===== src/rtl/bcd_pkg.sv =====
// bcd_pkg
//   Constants and types shared by the BCD conversion blocks: the
//   binary-to-BCD display converter and the reverse converter
//   bcd2bin_seq.
//   Contents:
//     BCD_W      width of one BCD digit
//     BCD_MAX    largest legal digit value
//     DD_THRESH  digit value at or above which the dabble correction applies
//     DD_CORR    size of the dabble correction
//     state_t    sequencer states IDLE -> CONV -> DONE
//     nib_bad    flags a nibble that is not a legal BCD digit
`timescale 1ns/1ps

package bcd_pkg;

  localparam int         BCD_W     = 4;
  localparam logic [3:0] BCD_MAX   = 4'd9;
  localparam logic [3:0] DD_THRESH = 4'd8;
  localparam logic [3:0] DD_CORR   = 4'd3;

  typedef enum logic [1:0] {
    IDLE,
    CONV,
    DONE
  } state_t;

  function automatic logic nib_bad(input logic [3:0] nib);
    return nib > BCD_MAX;
  endfunction

endpackage


===== src/rtl/bcd_nib_sub3.sv =====
// bcd_nib_sub3
//   Correction step for one digit of reverse double dabble. A digit that is
//   8 or more after the right shift has absorbed a binary weight of 8 that
//   belongs to the lower digit as 5. Subtracting 3 undoes this. The
//   subtraction is 4 bits wide, and no borrow crosses into the next digit.
//   Ports:
//     nib_in   in   4   shifted digit
//     nib_out  out  4   corrected digit
`timescale 1ns/1ps

module bcd_nib_sub3
  import bcd_pkg::*;
(
  input  logic [BCD_W-1:0] nib_in,
  output logic [BCD_W-1:0] nib_out
);

  assign nib_out = (nib_in >= DD_THRESH) ? (nib_in - DD_CORR) : nib_in;

endmodule


===== src/rtl/bcd2bin_seq.sv =====
// bcd2bin_seq
//   Sequential BCD-to-binary converter that uses reverse double dabble.
//   Each CONV cycle shifts {digit reg, bin reg} right by one bit. Every
//   shifted digit nibble that is 8 or more then loses 3. After 4*DIGITS
//   shifts, bin reg holds the binary value. One conversion runs per
//   transaction, and both sides use a valid/ready handshake.
//   Ports:
//     clk        in   1          clock, rising edge
//     rst_n      in   1          asynchronous active-low reset
//     in_valid   in   1          dec_in valid
//     in_ready   out  1          high only in IDLE
//     dec_in     in   4*DIGITS   packed BCD digits, ones digit in [3:0]
//     out_valid  out  1          bin_out/dig_err valid (DONE)
//     out_ready  in   1          consumer accepts the result
//     bin_out    out  BW         binary value, forced to 0 on a digit error
//     dig_err    out  1          an input nibble was greater than 9
`timescale 1ns/1ps

module bcd2bin_seq
  import bcd_pkg::*;
#(
  parameter int DIGITS = 3,
  parameter int BW     = 10
) (
  input  logic                  clk,
  input  logic                  rst_n,
  input  logic                  in_valid,
  output logic                  in_ready,
  input  logic [BCD_W*DIGITS-1:0] dec_in,
  output logic                  out_valid,
  input  logic                  out_ready,
  output logic [BW-1:0]         bin_out,
  output logic                  dig_err
);

  localparam int            DW   = BCD_W * DIGITS;
  localparam int            CW   = $clog2(DW + 1);
  localparam logic [CW-1:0] LAST = CW'(DW - 1);

  // The output must be able to hold the largest decimal entry, 10**DIGITS-1.
  if (DIGITS < 1 || (2 ** BW) < (10 ** DIGITS)) begin : g_param_check
    $error("bcd2bin_seq: BW=%0d cannot hold %0d BCD digits", BW, DIGITS);
  end

  state_t          state, state_nxt;
  logic [DW-1:0]   dig_reg, bin_reg;
  logic [DW-1:0]   dig_shift, bin_shift, dig_corr;
  logic [CW-1:0]   cnt;
  logic            err;
  logic            err_in;
  logic [BW-1:0]   bin_res;

  // The digit LSB falls into the bin MSB. The digits are corrected after
  // the shift.
  assign {dig_shift, bin_shift} = {dig_reg, bin_reg} >> 1;

  for (genvar i = 0; i < DIGITS; i++) begin : g_sub3
    bcd_nib_sub3 u_sub3 (
      .nib_in  (dig_shift[i*BCD_W +: BCD_W]),
      .nib_out (dig_corr[i*BCD_W +: BCD_W])
    );
  end

  // Any illegal digit is flagged at load time. The conversion still runs
  // for the full length so that the latency stays fixed.
  always_comb begin
    err_in = 1'b0;
    for (int i = 0; i < DIGITS; i++) begin
      if (nib_bad(dec_in[i*BCD_W +: BCD_W])) err_in = 1'b1;
    end
  end

  // The upper bits of the shift register are always zero for legal input,
  // and BW is sized to fit the result, so those bits are dropped.
  if (BW <= DW) begin : g_trunc
    logic unused_hi_bits;
    assign bin_res = bin_reg[BW-1:0];
    if (BW < DW) begin : g_hi
      assign unused_hi_bits = ^bin_reg[DW-1:BW];
    end else begin : g_nohi
      assign unused_hi_bits = 1'b0;
    end
  end else begin : g_ext
    assign bin_res = {{(BW-DW){1'b0}}, bin_reg};
  end

  // State register.
  always_ff @(posedge clk or negedge rst_n) begin
    if (!rst_n) state <= IDLE;
    else        state <= state_nxt;
  end

  // Next-state logic. in_valid is only acted on in IDLE, and out_ready is
  // only acted on in DONE.
  always_comb begin
    state_nxt = state;
    case (state)
      IDLE:    if (in_valid)    state_nxt = CONV;
      CONV:    if (cnt == LAST) state_nxt = DONE;
      DONE:    if (out_ready)   state_nxt = IDLE;
      default: state_nxt = IDLE;
    endcase
  end

  // Datapath. dec_in is loaded on the accept edge and then shifted once per
  // CONV cycle. The registers hold their values through DONE, so the
  // outputs stay stable while the consumer stalls.
  always_ff @(posedge clk or negedge rst_n) begin
    if (!rst_n) begin
      dig_reg <= '0;
      bin_reg <= '0;
      cnt     <= '0;
      err     <= 1'b0;
    end else begin
      case (state)
        IDLE: begin
          if (in_valid) begin
            dig_reg <= dec_in;
            bin_reg <= '0;
            cnt     <= '0;
            err     <= err_in;
          end
        end
        CONV: begin
          dig_reg <= dig_corr;
          bin_reg <= bin_shift;
          cnt     <= cnt + 1'b1;
        end
        default: ;
      endcase
    end
  end

  // The handshake outputs are decoded only from the state register. No
  // input feeds them through combinational logic.
  assign in_ready  = (state == IDLE);
  assign out_valid = (state == DONE);
  assign bin_out   = (state == DONE && !err) ? bin_res : '0;
  assign dig_err   = (state == DONE) ? err : 1'b0;

endmodule


===== config.mk =====
export PLATFORM = sky130hd
export DESIGN_NAME = bcd2bin_seq
export DESIGN_NICKNAME = d
export VERILOG_FILES = /design/src/rtl/bcd_pkg.sv /design/src/rtl/bcd_nib_sub3.sv /design/src/rtl/bcd2bin_seq.sv
export SDC_FILE = /design/constraint.sdc
export NUM_CORES = 1
export LEC_CHECK = 0
export CORE_ASPECT_RATIO = 1.5
export CORE_MARGIN = 4
export CORE_UTILIZATION = 37
export DETAILED_ROUTE_END_ITERATION = 16
export SLEW_MARGIN = 25
export SYNTH_ARGS = -nofsm -noshare
export SYNTH_HDL_FRONTEND = slang
export SYNTH_SLANG_ARGS = --single-unit

===== constraint.sdc =====
create_clock -name clk -period 1.6 [get_ports clk]
set_input_delay 0.32 -clock clk [delete_from_list [all_inputs] [get_ports clk]]
set_output_delay 0.32 -clock clk [all_outputs]
set_load 0.005 [all_outputs]

==> qor.yml, run 1 <==
outcome: "finished, violations left"
failed_checks: "setup timing"
end_kind: "primary output"
cp_slowest_cell: "dfrtp_1"
maxSlewViolCount: 0
nNetsFinal: 239
slew_headroom: 0.7332
irDropWorstVdd_uv: 760.6
syn-cell-area_sq_um: 1663
ys_seq_elements: 31
max_stage_delay_ns: 0.38
critical-path-top-delay-family: "simple AND/OR/NAND/NOR gates"
gp_congestion: 0.7917
clock-sinks: 31
vias_per_cell: 5.366
grt_antenna_before_repair: 0
cap_viol_max_count: 0
fillers: 407
synth_cell_types: 33
coreArea_sq_um: 4282
seqCellArea_sq_um: 775.7
worstMarginPinSlew_ns: 0.4003
drive_gt1_frac: 0.3014
routed_wl_mm: 4.229
fin_skew_ns: 0.002607
fp-row-count: 29
hold_viol_final: 0
worst-path-max-fanout: 4
postRouteAntennaNets: 0
hp-class: "input pin to asynchronous set/reset pin"
final.setup.worst_slack_ns: -0.1006
vias: 1422
syn_nets: 194
post-route-drc-count: 0
ys_seq_area_frac: 0.4665
yosysWarningCount: 0
path_clk_slew_ns: 0.06
drtIter0Drc: 64
diodes: 0
avgSynthCellArea_sq_um: 9.612
grt_overflow: 0
rr_startpoint: "state[1]"
crit_type: "flop to primary output"
clockBufferDepth: 2
numCtsBuffers: 5
cts_root_buf: "clkbuf_8"
worstPathCellList: "nand2b_4 > nor2_4 > buf_6 > buf_6 > and2_4 > buf_6"
clkLatencyLatePin_ns: 0.28
crit_path_start_kind: "flop"
period_needed_ns: 1.701
reg2reg_depth: 5
track_usage: 0.1605
synth_cells: 173
multi_input_area_sq_um: 834.6
period_share: 1.063
io_buffers: 28
required_ns: 1.28
grt_pass1_wl_mm: 7.182
grt_max_degree: 32
final_util: 0.5254
cts_htree_levels: 2
cts_tree: "done"
worstSetupEndpoint: "bin_out[1]"
setup_viol: 7
fmax_ghz: 0.5880
dp_slack_ns: -0.1319
critical_path_cell_count: 6
power.density_nw_per_um2: 1759
die_x_um: 62.74
dp_hpwl_mm: 2.912
r2r-end: "dig_reg[7]"
crit_arrival_ns: 1.38
dieArea_sq_um: 5653
r2r_slack_ns: 0.11
grt_setup_unrepaired: "true"
worst-path-buf-inv: 3
netlist.area_leader.share: 0.4665
initial_core_util: 0.3884
io_pins: 29
path_common_cell: "buf_6"
cellLeakagePower_nw: 1.054
startpoint: "state[0]"
synthTopCellsByArea: "dfrtp_1, nand2_1, o22ai_1"
yosysTopAreaCell: "dfrtp_1"
power.total_w: 0.003957
grt_pass1_vias: 1482
area_growth_pct: 35.29
dieHeight_um: 90.11
post_drt_wl_per_cell_um: 15.96
dr.pass1.iters: 4
==> area by class of cell <==
class | instances | share of cell area
Multi-Input combinational cell | 125 | 0.3710
Sequential cell | 31 | 0.3448
Timing Repair Buffer | 48 | 0.2024
Clock buffer | 8 | 0.04449
Tap cell | 46 | 0.02558
Inverter | 7 | 0.01168
==> cell usage in the layout (no fill, tap or decap), types with 7 or more instances in the layout <==
cell type / instances
nand3_2: 8
nand2_1: 29
buf_6: 12
a21oi_1: 7
buf_4: 15
dfrtp_1: 31
o22ai_1: 15
and2_4: 8
clkdlybuf4s50_1: 15
clkbuf_8: 7
==> stage by stage <==
step / setup TNS, ns / hold slack [ns] / cell area, sq um / std cells
2_1_floorplan: 0 / 0.02441 / 1663 / 173
6_report: -0.6673 / 0.4309 / 2250 / 265
5_1_grt: -1.065 / 0.4778 / 2250 / 265
3_5_place_dp: -2.102 / 0.4910 / 2054 / 254
3_3_place_gp: -1.716 / 0.4618 / 2054 / 254
4_1_cts: -0.7761 / 0.4479 / 2213 / 266
==> timing repair <==
| item | CTS | global route |
|---|---|---|
| gates cloned | 1 | 0 |
| gates resized for setup | 72 | 11 |
| pin swaps | 1 | 2 |
| setup endpoints to repair | 13 | 25 |
| endpoints found under the hold margin | 0 | 0 |
| setup buffers | 3 | 0 |
| hold buffers | 0 | 0 |
==> worst min-delay path by stage <==
stage,to,slack [ns],cells after the start
global placement,cnt[3],0.46,1
detailed placement,bin_reg[10],0.49,2
CTS,dig_reg[9],0.45,2
global route,dig_reg[11],0.48,2
finish,dig_reg[11],0.43,2
floorplan,bin_reg[0],0.02,0
==> Yosys cell counts <==
cell type / instances
o221ai_1: 2
o21ai_0: 6
a221o_1: 1
a31oi_1: 5
nand3b_1: 2
dfrtp_1: 31
nor3b_1: 3
xor2_1: 2
buf_12: 1
ha_1: 5
o21ba_2: 1
clkbuf_1: 3
a21oi_2: 2
nand3_1: 6
nand2_1: 29
o21bai_1: 1
a21oi_1: 7
nand4_1: 1
nor2b_1: 4
nand3_2: 8
mux2i_1: 2
xnor2_1: 2
o22ai_1: 15
buf_6: 2
or3b_1: 1
nand2b_1: 3
buf_2: 4
nor2_1: 4
and2_1: 11
clkinv_1: 1
and3_1: 1
inv_1: 6
mux2_2: 1
==> where the power goes <==
part           internal [W]  switching (W)  total, W
clock network      0.000392       0.000290  0.000682
registers           0.00116       0.000356   0.00152
logic              0.000834       0.000922   0.00176
==> kinds of logic (layout without fill, tap and decap cells) <==
family / count (synthesis) / count (layout) / share of synthesized area
adder cells (fa/ha/maj): 5 / 5 / 0.03762
buffers and inverters: 17 / 63 / 0.06019
flip-flops: 31 / 31 / 0.4665
AO/OA/AOI/OAI: 40 / 40 / 0.1520
multiplexers: 3 / 3 / 0.01881
XOR/XNOR: 4 / 4 / 0.02107
AND/OR/NAND/NOR: 73 / 73 / 0.2438
==> per-layer routing <==
metal	GRT usage	part of all wire	vias to the layer above
li1	-	-	690
met1	0.1875	0.42	693
met2	0.2778	0.52	31
met3	0.03990	0.046	8
met4	0.06446	0.016	0
met5	0	0	-
No activity file was read; power rests on OpenSTA's default activity.
==> run 2, diff against run 1 <==
- ABC_AREA: not set -> 1
==> run 2 against run 1 <==
Effect of this change:
- the flow now finishes without violations
- die area decreased by 5.4%
- final cell count rose by 7.9%
- clock power rose by 16%
- global-route usage fell by 2.1 points
- register-to-register slack improved by 0.16 ns
- clock skew increased by 0.0051 ns
- sequential share of layout area is 3.9 points higher
- sequential cell count did not move
- sequential power down 13%
- wire length fell by 21%
- critical path type unchanged
- critical endpoint is now in_ready
==> qor.yml, run 2 <==
outcome: "completed"
post-route-drc-count: 0  # unchanged
syn-cell-area_sq_um: 1563  # -6.0%
post_drt_wl_per_cell_um: 11.74  # -26%
crit_path_start_kind: "flop"
grt_overflow: 0  # unchanged
period_share: 0.9688  # -0.09406
dp_hpwl_mm: 2.325  # -20%
fp-row-count: 28  # -3.4%
dieHeight_um: 87.60  # -2.8%
reg2reg_depth: 7  # +2
synthTopCellsByArea: "dfrtp_1, nand2_1, inv_1"
synth_ff_type: "dfrtp_1"
period_needed_ns: 1.550  # -0.1505 ns
finalSetupTns_ns: 0  # +0.6673 ns
vias: 1378  # -3.1%
cts_tree: "done"
drtIter0Drc: 37  # -42%
hold_viol_final: 0  # unchanged
path_clk_slew_ns: 0.06  # about the same
crit_type: "flop to primary output"
syn_nets: 221  # +14%
diodes: 0  # unchanged
io_buffers: 28  # unchanged
synth_cells: 200  # +16%
worst-path-max-fanout: 2  # -2
cellLeakagePower_nw: 1.043  # -1.1%
avgSynthCellArea_sq_um: 7.814  # -19%
yosysWarningCount: 0  # unchanged
max_stage_delay_ns: 0.38  # about the same
cp_slowest_cell: "dfrtp_1"
worstPathCellList: "buf_4 > buf_4 > nor2_2 > dlygate4sd2_1"
critical-path-top-delay-family: "buffers and inverters"
final_cells: 286  # +7.9%
grt_antenna_before_repair: 0  # unchanged
drive_gt1_frac: 0.1452  # -0.1561
io_pins: 29  # unchanged
slew_headroom: 0.8250  # +0.09182
hp-class: "input pin to asynchronous set/reset pin"
ys_seq_area_frac: 0.4964  # +0.02988
crit_arrival_ns: 1.23  # -0.15 ns
post-place-cells: 277  # +9.1%
synth-edff-count: 0  # unchanged
required_ns: 1.28  # about the same
synth_most_common_cell: "nand2_1"
vias_per_cell: 4.818  # -10%
path_common_cell: "buf_4"
irDropWorstVdd_uv: 900.1  # +18%
dieArea_sq_um: 5349  # -5.4%
track_usage: 0.1397  # -0.02087
synth_cell_types: 19  # -42%
routed_wl_mm: 3.359  # -21%
final.setup.worst_slack_ns: 0.04994  # +0.1505 ns
dp_slack_ns: -0.06279  # +0.06906 ns
maxSlewViolCount: 0  # unchanged
power.density_nw_per_um2: 1672  # -4.9%
final_common_cell: "nand2_1"
netlist.area_leader.share: 0.4964  # +0.02988
nNetsFinal: 261  # +9.2%
dr.pass1.iters: 4  # unchanged
grt_pass1_vias: 1309  # -12%
area_growth_pct: 29.46
fillers: 413  # +1.5%
die_x_um: 61.07  # -2.7%
final_util: 0.5022  # -0.02325
worstMarginPinSlew_ns: 0.2619  # -0.1384 ns
fmax_ghz: 0.6451  # +9.7%
final_cell_mix: "nand2_1, dfrtp_1, inv_1, nor2_1, clkdlybuf4s50_1"
gp_congestion: 0.7462  # -5.7%
grt_max_degree: 32  # unchanged
initial_core_util: 0.3879  # -0.0004812
end_kind: "primary output"
cts_root_buf: "clkbuf_8"
clkLatencyLatePin_ns: 0.28  # about the same
clock-sinks: 31  # unchanged
ys_seq_elements: 31  # unchanged
coreArea_sq_um: 4029  # -5.9%
worst-path-buf-inv: 3  # unchanged
critical_path_cell_count: 4  # -2
async_reset_ff_frac: 1.000  # unchanged
cap_viol_max_count: 0  # unchanged
postRouteAntennaNets: 0  # unchanged
setup_viol: 0  # -7
numCtsBuffers: 5  # unchanged
clockBufferDepth: 2  # unchanged
grt_pass1_wl_mm: 5.595  # -22%
yosysTopAreaCell: "dfrtp_1"
fin_skew_ns: 0.007719  # +0.005113 ns
synth.top_cells.by_count: "nand2_1, dfrtp_1, inv_1"
cts_htree_levels: 2  # unchanged
[run 2: cell count changes in the layout (fill, tap and decap cells not counted), sizes merged, moves of 4 or more]
cell	change
o21ai	+5
a31oi	-5
inv	+23
nor2	+22
nand2	+37
a21oi	-8
and2	-11
nor2b	-4
buf	-22
clkbuf	+8
[run 2: final timing paths]
| check | start | endpoint | slack (ns) |
|---|---|---|---|
| max in group asynchronous | rst_n | dig_reg[9] | 1.01 |
| min in group clk | dig_reg[11] | dig_reg[11] | 0.49 |
| hold reg to reg | dig_reg[11] | dig_reg[11] | 0.49 |
| setup / recovery | state[1] | in_ready | 0.05 |
| hold / removal | rst_n | bin_reg[2] | 0.40 |
| setup reg to reg | state[1] | cnt[2] | 0.27 |
[run 2: layout make-up]
class | count | area, sq um | area share
Clock buffer | 6 | 82.58 | 0.04082
Clock inverter | 2 | 35.03 | 0.01732
Inverter | 29 | 111.4 | 0.05504
Multi-Input combinational cell | 136 | 655.6 | 0.3241
Sequential cell | 31 | 775.7 | 0.3834
Tap cell | 45 | 56.30 | 0.02783
Timing Repair Buffer | 37 | 306.5 | 0.1515
[run 2: cell families after synthesis]
| group | count (synthesis) | synth area share |
|---|---|---|
| AO/OA/AOI/OAI | 24 | 0.08887 |
| adder cells (fa/ha/maj) | 5 | 0.04003 |
| buffers and inverters | 33 | 0.09367 |
| flip-flops | 31 | 0.4964 |
| AND/OR/NAND/NOR | 107 | 0.2810 |
[run 2: metrics by stage]
step           area (sq um)  total power (W)  hold WS, ns
2_1_floorplan          1563         0.002264      0.02441
3_3_place_gp           1937         0.002595       0.4658
3_5_place_dp           1937         0.002612       0.4673
4_1_cts                2051         0.003420       0.4147
5_1_grt                2023         0.003708       0.4225
6_report               2023         0.003384       0.4049
[run 2: report_power, final]
part | switching (W) | leakage [nW] | internal (W)
Clock | 0.000288 | 0.0612 | 0.000503
Sequential | 0.000213 | 0.397 | 0.00111
Combinational | 0.000770 | 0.585 | 0.000495
[run 2: timing repair]
| item | CTS | global route |
|---|---|---|
| gates resized for setup | 16 | 21 |
| hold buffers | 0 | 0 |
| setup endpoints to repair | 13 | 12 |
| setup buffers | 0 | 1 |
[run 2: per-layer routing]
layer	vias to the layer above	track usage	part of all wire	routed length, um
li1	704	-	-	-
met1	634	0.1640	0.43	1459
met2	36	0.2312	0.49	1634
met3	4	0.03687	0.065	217
met4	0	0.06509	0.014	48
met5	-	0	0	0
[run 2: worst register-to-register path: cells and delay by family, from the launching register on]
kind | cells | cell delay (ns)
buffers and inverters | 3 | 0.46
DFF | 1 | 0.38
and+or+nand+nor | 3 | 0.32
AOI/OAI and AO/OA | 1 | 0.05
